--- src/rtl/ps2_cmd_arbiter.sv ---
// ps2_cmd_arbiter
// Arbitrates PS/2 command bytes from two requesters (0 = init sequencer,
// 1 = UI) onto a single PS/2 transmitter. Each accepted command is sent,
// the transmitter ack is awaited, then the device reply is awaited. A resend
// request (0xFE from the device or a transmitter error) repeats the same byte
// up to MAX_RETRY times. Every accepted command ends in exactly one resp_valid
// pulse carrying OK, FAIL or TIMEOUT. Received bytes that are not the
// command reply are passed straight through to the stream output.
//
// Ports
//   clk, rst_n             system clock (rising edge), async active-low reset
//   req_valid[1:0]         per-requester command request
//   req_data0, req_data1   command byte for requester 0 / 1
//   req_ready[1:0]         one-cycle accept strobe per requester
//   resp_valid             one-cycle completion pulse
//   resp_id                requester owning the completion
//   resp_status[1:0]       00 OK, 01 FAIL, 10 TIMEOUT
//   tx_data, tx_start      byte and start pulse to the PS/2 transmitter
//   tx_busy/tx_ack/tx_error transmitter status (ack/error held until next start)
//   rx_data, rx_ready      byte and valid pulse from the PS/2 receiver
//   stream_data/valid      pass-through of received non-reply bytes
//   busy                   high whenever a command is in flight
module ps2_cmd_arbiter #(
  parameter int TIMEOUT_CYCLES = 540000,
  parameter int MAX_RETRY      = 2
) (
  input  logic       clk,
  input  logic       rst_n,
  input  logic [1:0] req_valid,
  input  logic [7:0] req_data0,
  input  logic [7:0] req_data1,
  output logic [1:0] req_ready,
  output logic       resp_valid,
  output logic       resp_id,
  output logic [1:0] resp_status,
  output logic [7:0] tx_data,
  output logic       tx_start,
  input  logic       tx_busy,
  input  logic       tx_ack,
  input  logic       tx_error,
  input  logic [7:0] rx_data,
  input  logic       rx_ready,
  output logic [7:0] stream_data,
  output logic       stream_valid,
  output logic       busy
);

  localparam int RETRY_W = (MAX_RETRY < 2) ? 1 : $clog2(MAX_RETRY + 1);
  localparam logic [RETRY_W-1:0] RETRY_LIMIT  = RETRY_W'(MAX_RETRY);
  localparam logic [31:0]        TIMEOUT_LOAD = 32'(TIMEOUT_CYCLES);

  localparam logic [1:0] STATUS_OK      = 2'b00;
  localparam logic [1:0] STATUS_FAIL    = 2'b01;
  localparam logic [1:0] STATUS_TIMEOUT = 2'b10;

  localparam logic [7:0] BYTE_ACK    = 8'hFA;
  localparam logic [7:0] BYTE_FAIL   = 8'hFC;
  localparam logic [7:0] BYTE_RESEND = 8'hFE;

  typedef enum logic [2:0] {
    IDLE,
    START,
    WAIT_TX,
    WAIT_ACK,
    RESP
  } state_t;

  state_t               state_q, state_d;
  logic [7:0]           tx_data_q, tx_data_d;
  logic                 grant_q, grant_d;
  logic                 last_grant_q, last_grant_d;
  logic [RETRY_W-1:0]   retry_q, retry_d;
  logic [31:0]          timer_q, timer_d;
  logic [1:0]           status_q, status_d;
  logic                 first_q, first_d;

  logic [1:0]           ready_c;
  logic                 consume;
  logic                 resend;
  logic                 win;
  logic                 rx_is_reply;

  assign rx_is_reply = (rx_data == BYTE_ACK) || (rx_data == BYTE_FAIL) ||
                       (rx_data == BYTE_RESEND);

  // State and datapath registers. last_grant resets to 1 so that requester 0
  // wins the very first contested arbitration after reset.
  always_ff @(posedge clk or negedge rst_n) begin
    if (!rst_n) begin
      state_q      <= IDLE;
      tx_data_q    <= 8'h00;
      grant_q      <= 1'b0;
      last_grant_q <= 1'b1;
      retry_q      <= '0;
      timer_q      <= 32'd0;
      status_q     <= STATUS_OK;
      first_q      <= 1'b0;
    end else begin
      state_q      <= state_d;
      tx_data_q    <= tx_data_d;
      grant_q      <= grant_d;
      last_grant_q <= last_grant_d;
      retry_q      <= retry_d;
      timer_q      <= timer_d;
      status_q     <= status_d;
      first_q      <= first_d;
    end
  end

  // Next-state logic. A resend request raised in WAIT_TX or WAIT_ACK is
  // resolved once at the bottom so both sources share the retry budget.
  // In WAIT_ACK a reply byte takes priority over an expiring timer.
  always_comb begin
    state_d      = state_q;
    tx_data_d    = tx_data_q;
    grant_d      = grant_q;
    last_grant_d = last_grant_q;
    retry_d      = retry_q;
    timer_d      = timer_q;
    status_d     = status_q;
    first_d      = first_q;
    ready_c      = 2'b00;
    consume      = 1'b0;
    resend       = 1'b0;
    win          = (req_valid == 2'b11) ? ~last_grant_q : req_valid[1];

    unique case (state_q)
      IDLE: begin
        if (|req_valid) begin
          ready_c   = win ? 2'b10 : 2'b01;
          tx_data_d = win ? req_data1 : req_data0;
          grant_d   = win;
          retry_d   = '0;
          state_d   = START;
        end
      end

      START: begin
        timer_d = TIMEOUT_LOAD;
        first_d = 1'b1;
        state_d = WAIT_TX;
      end

      // tx_busy may not have risen yet in the first cycle after the start
      // pulse, and ack/error still hold the previous attempt's level.
      WAIT_TX: begin
        first_d = 1'b0;
        timer_d = timer_q - 32'd1;
        if (!first_q && !tx_busy && tx_ack) begin
          state_d = WAIT_ACK;
        end else if (!first_q && !tx_busy && tx_error) begin
          resend = 1'b1;
        end else if (timer_q <= 32'd1) begin
          status_d = STATUS_TIMEOUT;
          state_d  = RESP;
        end
      end

      WAIT_ACK: begin
        timer_d = timer_q - 32'd1;
        if (rx_ready && rx_is_reply) begin
          consume = 1'b1;
          if (rx_data == BYTE_ACK) begin
            status_d = STATUS_OK;
            state_d  = RESP;
          end else if (rx_data == BYTE_FAIL) begin
            status_d = STATUS_FAIL;
            state_d  = RESP;
          end else begin
            resend = 1'b1;
          end
        end else if (timer_q <= 32'd1) begin
          status_d = STATUS_TIMEOUT;
          state_d  = RESP;
        end
      end

      RESP: begin
        last_grant_d = grant_q;
        state_d      = IDLE;
      end

      default: begin
        state_d = IDLE;
      end
    endcase

    if (resend) begin
      if (retry_q < RETRY_LIMIT) begin
        retry_d = retry_q + 1'b1;
        state_d = START;
      end else begin
        status_d = STATUS_FAIL;
        state_d  = RESP;
      end
    end
  end

  assign tx_start    = (state_q == START);
  assign resp_valid  = (state_q == RESP);
  assign busy        = (state_q != IDLE);
  assign resp_id     = grant_q;
  assign resp_status = status_q;
  assign tx_data     = tx_data_q;

  // These outputs follow inputs combinationally, so they are forced low
  // while reset is held to keep the reset output values independent of clk.
  assign req_ready    = rst_n ? ready_c : 2'b00;
  assign stream_valid = rst_n & rx_ready & ~consume;
  assign stream_data  = stream_valid ? rx_data : 8'h00;

endmodule

--- config.mk ---
export PLATFORM = sky130hd
export DESIGN_NAME = ps2_cmd_arbiter
export DESIGN_NICKNAME = d
export VERILOG_FILES = /design/src/rtl/ps2_cmd_arbiter.sv
export SDC_FILE = /design/constraint.sdc
export NUM_CORES = 1
export LEC_CHECK = 0
export BUFFER_PORTS_ARGS = -buffer_cell sky130_fd_sc_hd__buf_2
export CAP_MARGIN = 20
export CORE_MARGIN = 3
export CORE_UTILIZATION = 30
export DETAILED_ROUTE_END_ITERATION = 7
export SYNTH_ARGS = -nofsm -noshare
export SYNTH_HDL_FRONTEND = slang
export SYNTH_SLANG_ARGS = --single-unit
export TNS_END_PERCENT = 50
--- constraint.sdc ---
create_clock -name clk -period 2.1 [get_ports clk]
set_clock_uncertainty 0.05 [all_clocks]
set_input_delay 0 -clock clk [delete_from_list [all_inputs] [get_ports clk]]
set_output_delay 0 -clock clk [all_outputs]
set_load 0.02 [all_outputs]
==> impl_metrics.yaml, run 1 <==
pwr:
  powerDensity_nw_per_um2: 893
  ir_drop_mv: 0.319
  p_leak_nw: 1.66
worst_setup_path:
  crit_type: "reg -> reg"
  endpoint_kind: "flip-flop"
  reg2regPathDepth: 4
  path_buf_inv: 0
  path_delay_family: "simple AND/OR/NAND/NOR gates"
  cp_slowest_cell: "or4_4"
  crit_fanout: 4
  cpMostUsedCell: "or4_4"
  max_stage_delay_ps: 570
  worstPathRequired_ps: 2260
  path_depth: 4
  critPathArrivalTime_ps: 2300
  worstPathCellList: "or4_4 -> or4_4 -> o41a_1 -> o31ai_2"
  startpoint_type: "flip-flop"
synth:
  synthCells: 272
  synthArstFlopShare_pct: 100
  synth_ff_type: "dfrtp_1"
  ys_ff_latch: 50
  synth_top_area_share_pct: 44.8
  syn_area_um2: 2740
  synth.avg_cell_area_um2: 10.1
  synth_area_leaders: "dfrtp_1 45%, nand2_1 3.7%, a222oi_1 2.9%"
  synthTopCellsByCount: "49 x dfrtp_1, 27 x nand2_1, 13 x inv_1, 13 x nor2_1, 12 x nor3_1"
  synth_nets: 306
  synth_edf_count: 0
  yosys.cell_count.top_type: "dfrtp_1"
  ys_types: 60
  synth.largest_area_cell: "dfrtp_1"
  seq_area_frac_synth_pct: 45.7
  yosysWarnings: 0
place:
  globalplace.congestion: 0.778
  port_buffers: 56
  hpwl_um: 4890
  dpl_cell_area_um2: 3370
die:
  rows: 34
  coreArea_um2: 8810
  start_util_pct: 31.1
  ios: 57
  dieArea_um2: 10300
  die_width_um: 102
  die_y_um: 102
sta:
  drv_slew: 0
  slew_headroom_pct: 57.7
  final-hold-violation-count: 0
  min_period_over_period_pct: 102
  tns_ps: -32.4
  tightest_slew_ps: 630
  setup_viol: 1
  fmax_mhz: 469
  postLayoutSetupSlackWorst_ps: -32.4
  rsz0062_at_grt: "true"
  period_needed_ps: 2130
clock_network:
  cts_sinks: 50
  path_clk_slew_ps: 90
  insertion_delay_ps: 300
  cts_buffers: 5
  tritoncts: "built"
  cts_buffer_depth: 2
  htreeDepth: 2
  clockRootBuffer: "clkbuf_8"
route:
  route.detailed.wl_per_inst_um: 14.2
  dr.pass1.iters: 4
  wl_um: 6930
  wl_met2_um: 3270
  m1WireLength_um: 3170
  drc: 0
  vias: 2508
  ant_nets: 0
  routed-wl-met3_um: 302
  top_layer: "met4"
  drt_iter0_markers: 127
  drt-vias-per-instance: 5.13
cells_and_area:
  finish.instance_area_um2: 3710
  fill_cells: 841
  n_antenna_cell: 0
  register_area_um2: 1250
  fin_nets: 414
  drive_gt1_share_pct: 34.6
  multi_input_area_um2: 1420
  layout-area-overhead-vs-synth_pct: 35.5
global_routing:
  grt_pass1_wl_um: 11700
  grt_max_degree: 34
  antenna_found_initial: 0
  grt_use_total_pct: 14.0
  gr-total-overflow: 0
  grt_pass1_vias: 2523
outcome:
  violations: "setup timing"
  status: "complete, but fails checks"
worst_hold_path:
  hold_class: "in -> reg"
  hold_depth: 4
job:
  maxCapViolCount: 0
==> through the flow <==
stage                     total power, mW  cells  hold WS (ps)  utilization [%]  setup WS (ps)
after global routing                 3.55    489          29.3             42.1           -104
after floorplan                      2.21    272          -346                -          -47.0
after CTS                            3.32    486          18.4             41.1          -33.9
final                                3.31    489          26.8             42.1          -32.4
after global placement               2.72    461          -151             38.3           44.7
after detailed placement             2.74    461          -147             38.3           11.7
==> logic make-up after synthesis <==
group,synth area share (%)
and+or+nand+nor,24.0
AOI/OAI and AO/OA,18.9
DFF,45.7
muxes,2.97
buffers and inverters,4.52
adders and majority gates,0.914
xor gates and xnor gates,2.88
==> sequential cells by signal (all words and copies together), names as in the netlist <==
signal        flops
first_q           1
last_grant_q      1
resp_id           1
resp_status       2
retry_q           2
state_q           3
timer_q          32
tx_data           8
==> repair_timing <==
item                                    in CTS  in global routing
hold endpoints to repair                    57                  0
endpoints found under the setup margin       4                 23
buffers inserted                             0                  3
gates resized for setup                      1                 12
pin swaps                                    0                  2
hold buffers                                17                  0
==> placed cells by master, fill, tap and decap left out, types with 5 or more instances in the layout <==
cell	n
inv_1	13
dfrtp_1	49
mux2i_1	7
nor3_1	10
buf_4	40
nand2_1	27
nor4_1	5
nand3_1	9
o211ai_1	8
clkbuf_8	5
o21ai_0	7
or4_4	5
and2_1	10
o41ai_1	6
buf_2	56
dlygate4sd3_1	17
o31ai_1	6
a222oi_1	8
nor2_1	11
xnor2_1	6
==> worst min-delay path, delay by kind of cell <==
family | cells | cell delay [ps]
compound gates | 3 | 260
buf+inv | 1 | 90
==> per-layer routing <==
| metal | vias up | global-route usage (%) |
|---|---|---|
| li1 | 1247 | - |
| met3 | 17 | 2.62 |
| met2 | 62 | 23.7 |
| met1 | 1182 | 17.6 |
| met4 | 0 | 5.21 |
| met5 | - | 0 |
==> power breakdown <==
| group | total, mW | switching (mW) | internal, mW |
|---|---|---|---|
| combinational | 1.45 | 0.851 | 0.603 |
| sequential | 1.31 | 0.152 | 1.16 |
| clock | 0.544 | 0.306 | 0.238 |
| total | 3.31 | 1.31 | 2.00 |
==> area by class of cell <==
cell class | count | share of cell area [%]
clock buffer | 8 | 2.16
inverter | 15 | 1.52
multi-input combinational | 194 | 38.4
sequential | 50 | 33.8
tap | 108 | 3.64
timing repair buffer | 114 | 20.5
==> path summary, 6_finish.rpt <==
kind	slack [ps]	endpoint	startpoint
worst min-delay path	30	resp_status[0]$_DFF_PN0_	tx_error
worst min register to register	450	timer_q[15]$_DFFE_PN0P_	timer_q[15]$_DFFE_PN0P_
worst max register to register	-30	state_q[2]$_DFFE_PN0P_	timer_q[14]$_DFFE_PN0P_
worst max-delay path	-30	state_q[2]$_DFFE_PN0P_	timer_q[14]$_DFFE_PN0P_
min in group asynchronous	60	tx_data[7]$_DFFE_PN0P_	rst_n
max in group asynchronous	1270	timer_q[5]$_DFFE_PN0P_	rst_n
Note: power is estimated with default switching activity, not from simulation.
==> run 2, diff against run 1 <==
CORE_UTILIZATION = 49   (was 30)
PLACE_DENSITY_LB_ADDON = 0.12   (was default)
==> impl_metrics.yaml, run 2 (same netlist as run 1, synthesis figures left out) <==
outcome:
  status: "complete, but fails checks"
  violations: "setup timing"
pwr:
  ir_drop_mv: 0.658
  power_mw: 3.44
  powerDensity_nw_per_um2: 902
  p_leak_nw: 1.73
worst_setup_path:
  worstPathRequired_ps: 2220
  critPathArrivalTime_ps: 2290
  endpoint_kind: "flip-flop"
  crit_type: "reg -> reg"
  startpoint_type: "flip-flop"
  crit_fanout: 7
place:
  globalplace.congestion: 0.848
  port_buffers: 56
  dpl_worst_slack_ps: -40.1
  hpwl_um: 4660
cells_and_area:
  layout-area-overhead-vs-synth_pct: 39.5
  largest_reg_flops: 32
  fin_nets: 420
  n_antenna_cell: 0
  regMostFlops: "timer_q"
  layout_commonest_cell: "buf_2"
  final_cell_mix: "56 x buf_2, 49 x dfrtp_1, 44 x buf_4"
  drive_gt1_share_pct: 38.8
  fin_util_pct: 72.5
sta:
  period_needed_ps: 2170
  slew_headroom_pct: 65.8
  tightest_slew_ps: 513
  final-hold-violation-count: 0
  fin_hold_ws_ps: 51.5
  fmax_mhz: 462
  drv_slew: 0
  min_period_over_period_pct: 103
  postLayoutSetupSlackWorst_ps: -66.2
  setup_viol: 2
  rsz0062_at_grt: "true"
  tns_ps: -77.8
global_routing:
  grt_use_total_pct: 22.1
  grt_pass1_vias: 2494
  antenna_found_initial: 0
  grt_pass1_wl_um: 11300
  gr-total-overflow: 0
  grt_max_degree: 42
clock_network:
  insertion_delay_ps: 300
  clockRootBuffer: "clkbuf_8"
  cts_buffer_depth: 2
  tritoncts: "built"
  cts_sinks: 50
  cts_buffers: 5
  path_clk_slew_ps: 90
  htreeDepth: 2
die:
  dieArea_um2: 6520
  coreArea_um2: 5270
  rows: 26
  start_util_pct: 51.9
  die_y_um: 80.7
  die_width_um: 80.7
  ios: 57
route:
  vias: 2575
  route.detailed.wl_per_inst_um: 14.9
  drt_iter0_markers: 146
  ant_nets: 0
  drc: 0
  dr.pass1.iters: 5
  wl_um: 6830
  drt-vias-per-instance: 5.63
worst_hold_path:
  hold_class: "in -> async"
job:
  maxCapViolCount: 0
==> run 2: worst paths after layout <==
path,from,cells past startpoint,end,slack [ps]
min in group clk,tx_error,4,resp_status[0]$_DFF_PN0_,50
min,rst_n,2,resp_status[1]$_DFF_PN0_,50
min reg2reg,retry_q[0]$_DFF_PN0_,1,retry_q[0]$_DFF_PN0_,450
max in group asynchronous,rst_n,3,last_grant_q$_DFFE_PN1P_,1140
max reg2reg,timer_q[3]$_DFFE_PN0P_,5,timer_q[26]$_DFFE_PN0P_,-70
max,timer_q[3]$_DFFE_PN0P_,5,timer_q[26]$_DFFE_PN0P_,-70
==> run 2: cell type report <==
cell class,instances,area [um2]
clock buffers,8,110
fillers,399,1450
inverters,15,56.3
multi-input cells,194,1500
flip-flops and latches,50,1250
well taps,70,87.6
repair buffers,120,815
==> run 2: what timing repair did <==
action / 4_1_cts / 5_1_grt
pin swaps: 2 / 4
gates resized for setup: 0 / 27
hold buffers: 17 / 0
hold endpoints to repair: 57 / 0
endpoints found under the setup margin: 1 / 20
setup buffers: 1 / 8
==> run 2: worst max-delay path, cell delays in order, from the launching register on <==
cell	delay [ps]
dfrtp_1	390
or4_4	600
nor4_4	400
nand3_4	180
o311ai_4	290
o41ai_4	130
==> run 2: per-stage QoR <==
| step | cell area, um2 | cells |
|---|---|---|
| 6_report | 3820 | 457 |
| 4_1_cts | 3610 | 449 |
| 3_3_place_gp | 3320 | 423 |
| 2_1_floorplan | 2740 | 272 |
| 5_1_grt | 3820 | 457 |
| 3_5_place_dp | 3320 | 423 |
==> run 2: routing by layer <==
layer | vias to the layer above | GRT usage [%] | routed length, um
met1 | 1244 | 28.8 | 3040
met4 | 0 | 7.43 | 103
met3 | 11 | 4.21 | 317
li1 | 1253 | - | -
met2 | 67 | 36.9 | 3370
met5 | - | 0 | 0
==> run 2: power breakdown <==
group | leakage (nW) | switching, mW | internal (mW)
Combinational | 1.05 | 0.861 | 0.632
Sequential | 0.622 | 0.145 | 1.16
Clock | 0.0575 | 0.311 | 0.333
Total | 1.73 | 1.32 | 2.13
